File: src/rtl/counter_pkg.sv
// rtl/counter_pkg.sv - shared state type and default constants for the counter enable sequencer
//
// Contents:
//   ctrl_state_t       2-bit sequencer state (IDLE, RUN, REPORT)
//   DEFAULT_LEN_WIDTH  default width of run length / issued count
//   DEFAULT_PRESCALE   default enable pulse period when prescaling is built in
//   tick_cnt_width()   width of the prescale phase counter for a given period
package counter_pkg;

    typedef enum logic [1:0] {
        IDLE   = 2'd0,
        RUN    = 2'd1,
        REPORT = 2'd2
    } ctrl_state_t;

    localparam int DEFAULT_LEN_WIDTH = 16;
    localparam int DEFAULT_PRESCALE  = 4;

    // Phase counter counts 0..p-1; never narrower than one bit.
    function automatic int tick_cnt_width(input int p);
        return (p <= 2) ? 1 : $clog2(p);
    endfunction

endpackage

File: src/rtl/tick_gen.sv
// rtl/tick_gen.sv - prescale tick generator for the enable sequencer (used with COUNTER_ENABLE_CTRL_PRESCALE_EN)
//
// Ports:
//   clock   in   rising-edge clock
//   reset   in   asynchronous active-high reset
//   clear   in   synchronous clear, asserted on the edge that enters RUN
//   run     in   count while high
//   tick    out  high in the last phase of each PRESCALE-cycle period;
//                the sequencer registers it as the next enable pulse
module tick_gen
    import counter_pkg::*;
#(
    parameter int PRESCALE = DEFAULT_PRESCALE
) (
    input  logic clock,
    input  logic reset,
    input  logic clear,
    input  logic run,
    output logic tick
);

    localparam int            CW   = tick_cnt_width(PRESCALE);
    localparam logic [CW-1:0] LAST = CW'(PRESCALE - 1);

    logic [CW-1:0] cnt;

    always_ff @(posedge clock or posedge reset) begin
        if (reset) begin
            cnt <= '0;
        end else if (clear) begin
            cnt <= '0;
        end else if (run) begin
            cnt <= (cnt == LAST) ? '0 : cnt + CW'(1);
        end
    end

    // Phase 0 coincides with the pulse issued on RUN entry, so a tick in
    // phase PRESCALE-1 lands the next pulse exactly PRESCALE cycles later.
    assign tick = run && (cnt == LAST);

endmodule

File: src/rtl/counter_enable_ctrl.sv
// rtl/counter_enable_ctrl.sv - run-length enable sequencer driving a downstream counter's enable
//
// Build option: COUNTER_ENABLE_CTRL_PRESCALE_EN
//   defined   -> enable is a one-cycle pulse every PRESCALE cycles during RUN
//   undefined -> enable held high continuously for run_len cycles
//
// Ports:
//   clock         in   rising-edge clock
//   reset         in   asynchronous active-high reset
//   start         in   burst request, sampled only in IDLE
//   run_len       in   number of enable cycles, sampled with start
//   abort         in   terminate burst, sampled only in RUN
//   enable        out  registered enable to the counter
//   busy          out  high in RUN and REPORT
//   done_val      out  completion status valid
//   done_rdy      in   status consumer ready
//   done_count    out  enable cycles issued in the burst
//   done_aborted  out  burst ended by abort
module counter_enable_ctrl
    import counter_pkg::*;
#(
    parameter int WIDTH     = 2,
    parameter int LEN_WIDTH = DEFAULT_LEN_WIDTH,
    parameter int PRESCALE  = DEFAULT_PRESCALE
) (
    input  logic                 clock,
    input  logic                 reset,
    input  logic                 start,
    input  logic [LEN_WIDTH-1:0] run_len,
    input  logic                 abort,
    output logic                 enable,
    output logic                 busy,
    output logic                 done_val,
    input  logic                 done_rdy,
    output logic [LEN_WIDTH-1:0] done_count,
    output logic                 done_aborted
);

    // Elaboration-time parameter sanity.
    if (WIDTH < 1) begin : g_width_chk
        $error("counter_enable_ctrl: WIDTH must be >= 1");
    end
    if (PRESCALE < 2) begin : g_prescale_chk
        $error("counter_enable_ctrl: PRESCALE must be >= 2");
    end

    ctrl_state_t          state;
    logic [LEN_WIDTH-1:0] remaining;
    logic [LEN_WIDTH-1:0] issued;
    logic [LEN_WIDTH-1:0] issued_now;
    logic                 launch;
    logic                 last_pulse;
    logic                 next_pulse;

    assign launch     = (state == IDLE) && start && (run_len != '0);
    // Count including the pulse currently on the enable line.
    assign issued_now = issued + LEN_WIDTH'(enable);
    assign last_pulse = enable && (remaining == LEN_WIDTH'(1));

`ifdef COUNTER_ENABLE_CTRL_PRESCALE_EN
    logic tick;

    tick_gen #(
        .PRESCALE (PRESCALE)
    ) u_tick_gen (
        .clock (clock),
        .reset (reset),
        .clear (launch),
        .run   (state == RUN),
        .tick  (tick)
    );

    assign next_pulse = tick;
`else
    assign next_pulse = 1'b1;
`endif

    always_ff @(posedge clock or posedge reset) begin
        if (reset) begin
            state        <= IDLE;
            remaining    <= '0;
            issued       <= '0;
            enable       <= 1'b0;
            busy         <= 1'b0;
            done_val     <= 1'b0;
            done_count   <= '0;
            done_aborted <= 1'b0;
        end else begin
            case (state)
                IDLE: begin
                    if (launch) begin
                        state     <= RUN;
                        remaining <= run_len;
                        issued    <= '0;
                        enable    <= 1'b1;
                        busy      <= 1'b1;
                    end else if (start) begin
                        // Zero-length burst: report immediately, no enable.
                        state        <= REPORT;
                        busy         <= 1'b1;
                        done_val     <= 1'b1;
                        done_count   <= '0;
                        done_aborted <= 1'b0;
                    end
                end

                RUN: begin
                    issued    <= issued_now;
                    remaining <= remaining - LEN_WIDTH'(enable);
                    // Final pulse takes priority over a coincident abort.
                    if (last_pulse || abort) begin
                        state        <= REPORT;
                        enable       <= 1'b0;
                        done_val     <= 1'b1;
                        done_count   <= issued_now;
                        done_aborted <= !last_pulse;
                    end else begin
                        enable <= next_pulse;
                    end
                end

                REPORT: begin
                    if (done_rdy) begin
                        state    <= IDLE;
                        done_val <= 1'b0;
                        busy     <= 1'b0;
                    end
                end

                default: begin
                    state  <= IDLE;
                    enable <= 1'b0;
                    busy   <= 1'b0;
                end
            endcase
        end
    end

endmodule

File: config.mk
export PLATFORM = sky130hd
export DESIGN_NAME = counter_enable_ctrl
export DESIGN_NICKNAME = d
export VERILOG_FILES = /design/src/rtl/counter_pkg.sv /design/src/rtl/tick_gen.sv /design/src/rtl/counter_enable_ctrl.sv
export SDC_FILE = /design/constraint.sdc
export NUM_CORES = 1
export LEC_CHECK = 0
export ABC_CLOCK_PERIOD_IN_PS = 6100
export BUFFER_PORTS_ARGS = -buffer_cell sky130_fd_sc_hd__buf_2
export CAP_MARGIN = 20
export CELL_PAD_IN_SITES_DETAIL_PLACEMENT = 0
export CELL_PAD_IN_SITES_GLOBAL_PLACEMENT = 1
export CORE_MARGIN = 10
export CORE_UTILIZATION = 34
export DETAILED_ROUTE_END_ITERATION = 7
export PLACE_DENSITY_LB_ADDON = 0.1
export SLEW_MARGIN = 20
export SYNTH_ARGS = -nofsm -noshare
export SYNTH_HDL_FRONTEND = slang
export SYNTH_SLANG_ARGS = --single-unit
File: constraint.sdc
create_clock -name clock -period 6.1 [get_ports clock]
set_input_delay 0 -clock clock [delete_from_list [all_inputs] [get_ports clock]]
set_output_delay 0 -clock clock [all_outputs]
set_load 0.05 [all_outputs]
# ---- Word-level counts from Yosys, hierarchy flattened
# Cells that the tools add are included.
dict set report word_totals {
  in_bits 21
  latchBits 0
  out_inout_bits 20
  ramBits 0
  n_memories 0
  regBits 54
  elab_cells 63
  romBits 0
}
dict set report classes {
  div_mod_pow 0
  eq_ne 9
  magnitude_cmp 0
  add_sub_neg 2
  bitwise_logic 2
  multipliers 0
  n_reduce_logical 15
  n_mux 27
  shift 0
}
# op count
set op_table {}
lappend op_table {{one-hot mux 16 bit (2 select lines)} 3}
lappend op_table {{two-way mux 16 bit} 5}
lappend op_table {{adder 16 x 1 -> 16 bit} 1}
lappend op_table {{equality test 16 x 1 -> 1 bit, second input constant} 1}
lappend op_table {{nonzero test 16 bit} 1}
lappend op_table {{subtractor 16 x 1 -> 16 bit} 1}
lappend op_table {{two-way mux 1 bit} 10}
lappend op_table {{!= test 2 bit, second input constant} 5}
lappend op_table {{one-hot mux 1 bit (3 select lines)} 3}
lappend op_table {{two-way mux 2 bit} 4}
lappend op_table {{one-hot mux 2 bit (3 select lines)} 1}
lappend op_table {{AND reduction 3 bit} 2}
lappend op_table {{AND reduction 5 bit} 1}
lappend op_table {{AND reduction 2 bit} 2}
lappend op_table {{AND reduction 4 bit} 1}
lappend op_table {{logical AND 1 bit} 3}
lappend op_table {{!= test 3 bit, second input constant} 1}
lappend op_table {{nonzero test 3 bit} 1}
lappend op_table {{equality test 2 x 1 -> 1 bit, second input constant} 1}
lappend op_table {{equality test 2 bit, second input constant} 1}
lappend op_table {{logical NOT 2 bit} 1}
lappend op_table {{inverter 1 bit} 2}
lappend op_table {{one-hot mux 1 bit (2 select lines)} 1}
lappend op_table {{nonzero test 2 bit} 1}
lappend op_table {{other kinds (2)} 2}

# ---- Depth between registers and ports, before layout
# Gate-level depths: netlist of the first run.
dict set report depth {
  depth_word 5
  ltp_mapped 7
  depth_no_buf 7
}

# ---- Least setup slack after synthesis of the first run
# OpenSTA, ideal clock, no wires.
dict set report synth_timing {
  path_type {register to register}
  start {register enable}
  end {register done_count[14]}
  period_less_slack_ps 2385
  arrival_time_ps 2261
  t_required_ps 5975
  setup_ps 125
  path_buffers 0
  path_stages_with_launch 8
  slack_ps 3715
  cell_sequence {dfrtp_1 -> ha_1 -> ha_1 -> nand3_1 -> nor4_1 -> xnor2_1 -> nor2_1 -> mux2_2}
}
dict set report synth_via {
  elab_chain_cells 4
  word_cells_on_any_way 7
  classes_between {add/sub (1); eq/ne (1); mux (2); reduce/logical (3)}
}
# element line
set synth_rtl {}
lappend synth_rtl {{from (decl)} counter_enable_ctrl.sv:31} ;# output logic enable,
lappend synth_rtl {{from (signal assigned)} counter_enable_ctrl.sv:118} ;# enable <= next_pulse;
lappend synth_rtl {{branches (longest 4 deep; another with adder 16 x 1 -> 16 bit)} --}
lappend synth_rtl {{to (signal assigned)} counter_enable_ctrl.sv:115} ;# done_count <= issued_now;
lappend synth_rtl {{to (decl)} counter_enable_ctrl.sv:35} ;# output logic [LEN_WIDTH-1:0] done_count,
# Parallel ways; which one is timed is not known. The select of a mux whose other input is x is not followed.
# A chain may end at the register's enable or synchronous reset.

# ---- Worst setup path after layout of the first run
dict set report layout_timing {
  start {register state[1]}
  end {register done_count[4]}
}
dict set report layout_via {
  elab_chain_cells 5
  word_cells_on_any_way 10
  classes_between {eq/ne (4); mux (1); reduce/logical (5)}
}
# element line
set layout_rtl {}
lappend layout_rtl {{from (decl)} counter_enable_ctrl.sv:47} ;# ctrl_state_t state;
lappend layout_rtl {{from (signal assigned)} counter_enable_ctrl.sv:80} ;# state <= IDLE;
lappend layout_rtl {{from (signal assigned)} counter_enable_ctrl.sv:92} ;# state <= RUN;
lappend layout_rtl {{from (signal assigned)} counter_enable_ctrl.sv:99} ;# state <= REPORT;
lappend layout_rtl {{logical NOT 2 bit} {counter_enable_ctrl.sv:55, counter_enable_ctrl.sv:89}}
lappend layout_rtl {{logical AND 1 bit (2 in a row)} counter_enable_ctrl.sv:55} ;# assign launch = (state == IDLE) && start && (run_len != '0);
lappend layout_rtl {{!= test 2 bit (no line)} --}
lappend layout_rtl {{AND reduction 4 bit (no line)} --}
# Several ways; a longest one is shown, not always the timed one.

==> flow_metrics.env, run 1 <==
export IMPL_synth_seq_cells=54
export IMPL_htreeDepth=2
export IMPL_slowest_stage="dfrtp_1"
export IMPL_grt_util_all_layers_pct=12.65
export IMPL_port_buffers=40
export IMPL_dp_cells=448
export IMPL_die_h_um=114.2
export IMPL_ant_nets=0
export IMPL_post_route_period_util_pct=43.20
export IMPL_fin_tns_setup_ns=0
export IMPL_syn_area_um2=3017
export IMPL_synth_enable_flop_cells=0
export IMPL_crit_start="state[1]"
export IMPL_grt_pass1_vias=2564
export IMPL_ctsHoldBuffers=10
export IMPL_num_rows=34
export IMPL_fin_crit_ns=2.635
export IMPL_synth_cells=313
export IMPL_powerDensity_nw_per_um2=439.7
export IMPL_fin_cells=466
export IMPL_relSlewSlack_pct=39.21
export IMPL_leakagePower_nw=1.520
export IMPL_critPathLaunchType="flop"
export IMPL_firstDrtPassIters=4
export IMPL_required_ns=6.30
export IMPL_grt_pass1_wl_um=13650
export IMPL_place_gp_congestion=0.7687
export IMPL_crit_arrival_ns=2.84
export IMPL_syn_nets=339
export IMPL_fillerInstances=893
export IMPL_rsz0062_at_grt="false"
export IMPL_fin_worst_skew_ns=0.003947
export IMPL_seq_power_share_pct=40.2
export IMPL_drt_iter0_drc=88
export IMPL_combinationalPowerShare_pct=43.8
export IMPL_min_from="run_len[14]"
export IMPL_start_util_pct=34.76
export IMPL_area_growth_pct=16.92
export IMPL_grt_max_degree=55
export IMPL_grt_overflow_total=0
export IMPL_fmax_mhz=379.4
export IMPL_cp_max_fo=21
export IMPL_place_hpwl_um=5591
export IMPL_vias=2524
export IMPL_synth_top_area_share_pct=44.79
export IMPL_ys_flop_type="dfrtp_1"
export IMPL_power_mw=1.551
export IMPL_totalWireLength_um=8045
export IMPL_cts_inserted_buffers=5
export IMPL_place_area_um2=3317
export IMPL_drive_gt1_share_pct=20.95
export IMPL_drc_errors=0
export IMPL_final_hold_viol_count=0
export IMPL_drv_slew=0
export IMPL_internal_power_mw=0.8433
export IMPL_coreArea_um2=8678
export IMPL_async_flop_share_pct=100.0
export IMPL_hold_ws_ns=0.01916
export IMPL_sw_frac_of_total_pct=45.62
export IMPL_seq_area_frac_synth_pct=44.79
export IMPL_postSynthAreaPerCell_um2=9.638
export IMPL_cts_root_buf="clkbuf_8"
export IMPL_multi_input_area_um2=1559
export IMPL_clk_pin_slew_ns=0.10
export IMPL_cts_buffer_depth=2
export IMPL_power_switching_mw=0.7075
export IMPL_antenna_found_initial=0
export IMPL_synth_area_top_cells="dfrtp_1 45%, mux2_2 3.7%, nand2_1 3.7%"
export IMPL_setup_viol=0
export IMPL_clkSinkCount=54
export IMPL_cts_resized_gates=0
export IMPL_post_cts_setup_buffer_count=0
export IMPL_avgRoutedWirePerCell_um=17.26
export IMPL_clk_latency_ns=0.30
export IMPL_layout_nets=383
export IMPL_hold_class="in2reg"
export IMPL_seq_area_um2=1351
export IMPL_ios=41
export IMPL_antenna_cells=0
export IMPL_max_cap_violations=0
export IMPL_clkPwrFrac_pct=16.0
export IMPL_endpoint_kind="flop"
export IMPL_yosysUniqueCellTypes=55
export IMPL_via_per_inst=5.416
export IMPL_die_area_um2=13040
export IMPL_cts_tree="built"
export IMPL_worstSetupPathType="reg2reg"
export IMPL_synth_commonest_cells="54 x dfrtp_1, 30 x nand2_1, 29 x nor2_1, 20 x o21ai_0, 14 x clkbuf_1"
export IMPL_final_cell_area_um2=3527
export IMPL_slowest_delay_ns=0.86
export IMPL_outcome="finished, final reports clean"
export IMPL_worstReg2RegStart="state[1]"
export IMPL_yosys_area_top_type="dfrtp_1"
export IMPL_die_w_um=114.2
export IMPL_crit_chain="nand2b_1 > nor2_1 > o31ai_2 > nand2_4 > mux2_4"
export IMPL_worstMarginPinSlew_ns=0.8992
export IMPL_irDropWorstVdd_mv=0.1542
export IMPL_ys_warnings_count=0
export IMPL_synthMostInstantiatedCell="dfrtp_1"
## power groups by stage
stage	Combinational (mW)	Sequential, mW	Clock (mW)
3_3_place_gp	0.686	0.627	0
6_report	0.680	0.623	0.248
2_1_floorplan	0.453	0.673	0
5_1_grt	0.763	0.647	0.269
4_1_cts	0.691	0.622	0.257
3_5_place_dp	0.686	0.628	0
## path summary, 6_finish.rpt
check / end / slack, ns / depth (start not counted)
max: done_count[4] / 3.46 / 5
min in group asynchronous: remaining[15] / 0.43 / 4
max reg2reg: done_count[4] / 3.46 / 5
min: remaining[14] / 0.02 / 3
max in group asynchronous: issued[12] / 5.18 / 4
min reg2reg: done_count[12] / 0.51 / 1
## critical path: cells and delay by family, from the launching register on
kind | cells | cell delay [ns]
mux | 1 | 0.36
flops | 1 | 0.86
simple gates | 3 | 1.14
compound gates | 1 | 0.16
## cells in the final DEF, fill, tap and decap left out, types with 3 or more instances in the layout
cell type and instances:
a22o_1 6, clkbuf_8 5, inv_1 10, ha_1 5
nand2b_1 4, a31oi_1 3, o31ai_1 5, mux2_2 10
o22ai_1 5, buf_4 4, nand2_1 30, nand4_1 4
o21ai_0 20, nand3_1 9, mux2_4 5, a21oi_1 12
a22oi_1 4, nor2_1 29, nor4_1 5, or4_1 6
nor3_1 12, buf_2 40, dlygate4sd3_1 10, xnor2_1 6
or3_1 3, mux2i_1 8, dfrtp_1 54, a21o_1 4
## cell families after synthesis
group	after synthesis	synth area share (%)
AND/OR/NAND/NOR	116	20.07
flip-flops	54	44.79
adder cells (fa/ha/maj)	5	2.074
buffers and inverters	28	3.774
multiplexers	23	8.876
XOR/XNOR	8	2.323
AO/OA/AOI/OAI	79	18.08
## per-layer routing
metal  routed length, um  share of wire, %  track usage, %  vias to the layer above
met5                   0                 0               0                        -
met1                3853                48           16.57                     1236
met4                 102               1.3           3.258                        0
met2                3823                48           20.65                       40
li1                    -                 -               -                     1241
met3                 267               3.3           2.673                        7
## area by class of cell
type,instances,share of cell area (%)
multi-input combinational,231,44.20
inverter,11,1.171
timing repair buffer,54,9.365
sequential,54,38.31
clock buffer,6,2.057
tap,108,3.831
clock inverter,2,1.064
## per-stage QoR
stage | util (%) | worst slack, ns
after floorplan | - | 3.715
after global placement | 38.22 | 3.523
after detailed placement | 38.22 | 3.425
after CTS | 40.64 | 3.410
after global routing | 40.64 | 3.184
final | 40.64 | 3.465
## state kept, by name, summed over array words and instances, names as in the netlist
| register | cells |
|---|---|
| done_count | 16 |
| state | 2 |
| enable | 1 |
| busy | 1 |
| remaining | 16 |
| done_aborted | 1 |
| issued | 16 |
| done_val | 1 |
(Power assumes the default switching activity.)
==> run 2, diff against run 1 <==
- ABC_CLOCK_PERIOD_IN_PS: 6100 -> 2760
- clock period: 6.1 -> 2.76 ns (I/O delays scaled with it)
==> flow_metrics.env, run 2 (synthesis gave the netlist of run 1 again) <==
export IMPL_grt_overflow_total=0
export IMPL_clkSinkCount=54
export IMPL_cts_resized_gates=0
export IMPL_antenna_found_initial=0
export IMPL_grt_max_degree=31
export IMPL_port_buffers=40
export IMPL_final_cell_mix="54 x dfrtp_1, 40 x buf_2, 30 x nand2_1, 29 x nor2_1, 20 x o21ai_0"
export IMPL_powerDensity_nw_per_um2=956.3
export IMPL_place_hpwl_um=5962
export IMPL_avgRoutedWirePerCell_um=17.36
export IMPL_start_util_pct=34.76
export IMPL_antenna_cells=0
export IMPL_grt_pass1_wl_um=13930
export IMPL_place_area_um2=3377
export IMPL_coreArea_um2=8678
export IMPL_die_h_um=114.2
export IMPL_final_common_cell="dfrtp_1"
export IMPL_post_route_period_util_pct=88.95
export IMPL_fmax_mhz=407.3
export IMPL_grt_pass1_vias=2685
export IMPL_fin_tns_setup_ns=0
export IMPL_firstDrtPassIters=4
export IMPL_cts_root_buf="clkbuf_8"
export IMPL_ant_nets=0
export IMPL_drv_slew=0
export IMPL_cts_inserted_buffers=5
export IMPL_cp_max_fo=18
export IMPL_leakagePower_nw=1.555
export IMPL_cpLargestDelayFamily="simple AND/OR/NAND/NOR gates"
export IMPL_top_regs="done_count: 16 flops, issued: 16 flops, remaining: 16 flops"
export IMPL_final_cell_area_um2=3568
export IMPL_fin_worst_skew_ns=0.007055
export IMPL_fin_crit_ns=2.455
export IMPL_worstSetupPathType="in2reg"
export IMPL_place_gp_congestion=0.8518
export IMPL_ios=41
export IMPL_slowest_delay_ns=0.58
export IMPL_drive_gt1_share_pct=22.68
export IMPL_outcome="finished, final reports clean"
export IMPL_irDropWorstVdd_mv=0.4215
export IMPL_final_hold_viol_count=0
export IMPL_clk_pin_slew_ns=0.10
export IMPL_vias=2529
export IMPL_die_w_um=114.2
export IMPL_area_growth_pct=18.29
export IMPL_via_per_inst=5.335
export IMPL_relSlewSlack_pct=54.03
export IMPL_drc_errors=0
export IMPL_die_area_um2=13040
export IMPL_totalWireLength_um=8231
export IMPL_slowest_stage="or4_1"
export IMPL_power_mw=3.413
export IMPL_num_rows=34
export IMPL_layout_nets=391
export IMPL_critPathLaunchType="input pin"
export IMPL_required_ns=2.95
export IMPL_crit_arrival_ns=2.65
export IMPL_endpoint_kind="flop"
export IMPL_drt_iter0_drc=93
export IMPL_worstMarginPinSlew_ns=0.6886
export IMPL_crit_chain="dlygate4sd3_1 > buf_2 > or4_1 > o41a_4 > nor3_4 > nand2_4 > mux2_2"
export IMPL_cp_num_buf_inv=2
export IMPL_rsz0062_at_grt="false"
export IMPL_cts_tree="built"
export IMPL_max_cap_violations=0
export IMPL_htreeDepth=2
export IMPL_clk_latency_ns=0.31
export IMPL_grt_util_all_layers_pct=12.96
export IMPL_setup_viol=0
export IMPL_hold_class="in2reg"
export IMPL_cts_buffer_depth=2
## run 2: routing by layer
metal  track usage (%)  wire length, um  share of wire (%)
met1             15.77             3784                 46
met2             22.32             4079                 50
met3             3.145              290                3.5
met4             3.342               76               0.92
met5                 0                0                  0
## run 2: final cells by class
cell class                 instances  area, um2
fill                             888       5110
multi-input combinational        231       1559
sequential                        54       1351
timing repair buffer              62      390.4
tap                              108      135.1
clock buffer                       7      86.33
inverter                          11      41.29
clock inverter                     1      5.005
## run 2: tightest hold or removal path: cells and delay by family
family	cells	cell delay, ns
compound gates	2	0.17
buf+inv	1	0.12
## run 2: final timing paths
| check | end | slack [ns] | startpoint | cells after the start |
|---|---|---|---|---|
| setup reg to reg | done_count[7] | 0.34 | remaining[4] | 5 |
| hold / removal | done_aborted | 0.02 | abort | 3 |
| setup / recovery | done_count[7] | 0.30 | run_len[4] | 7 |
| min in group asynchronous | remaining[3] | 0.34 | reset | 3 |
| max in group asynchronous | done_count[11] | 1.77 | reset | 4 |
| hold reg to reg | done_count[11] | 0.51 | done_count[11] | 1 |
## run 2: power breakdown
group	total [mW]	switching (mW)	internal, mW	leakage (nW)
clock	0.480	0.277	0.204	0.0482
sequential	1.32	0.274	1.05	0.692
combinational	1.61	1.02	0.591	0.815
total	3.41	1.57	1.84	1.55
## run 2: repair_timing
action / in CTS / in global routing
endpoints found under the hold margin: 37 / 0
hold buffers: 10 / 0
setup endpoints to repair: 0 / 0
buffers inserted: 0 / 0
## run 2: metrics by stage
step / utilization, % / hold slack (ns) / setup slack, ns / cells
3_3_place_gp: 38.91 / 0.1357 / 0.4468 / 456
3_5_place_dp: 38.91 / 0.1472 / 0.3646 / 456
4_1_cts: 41.12 / 0.004597 / 0.3190 / 474
5_1_grt: 41.12 / 0.01994 / 0.2191 / 474
2_1_floorplan: - / 0.08627 / 0.3747 / 313
6_report: 41.12 / 0.02270 / 0.3049 / 474
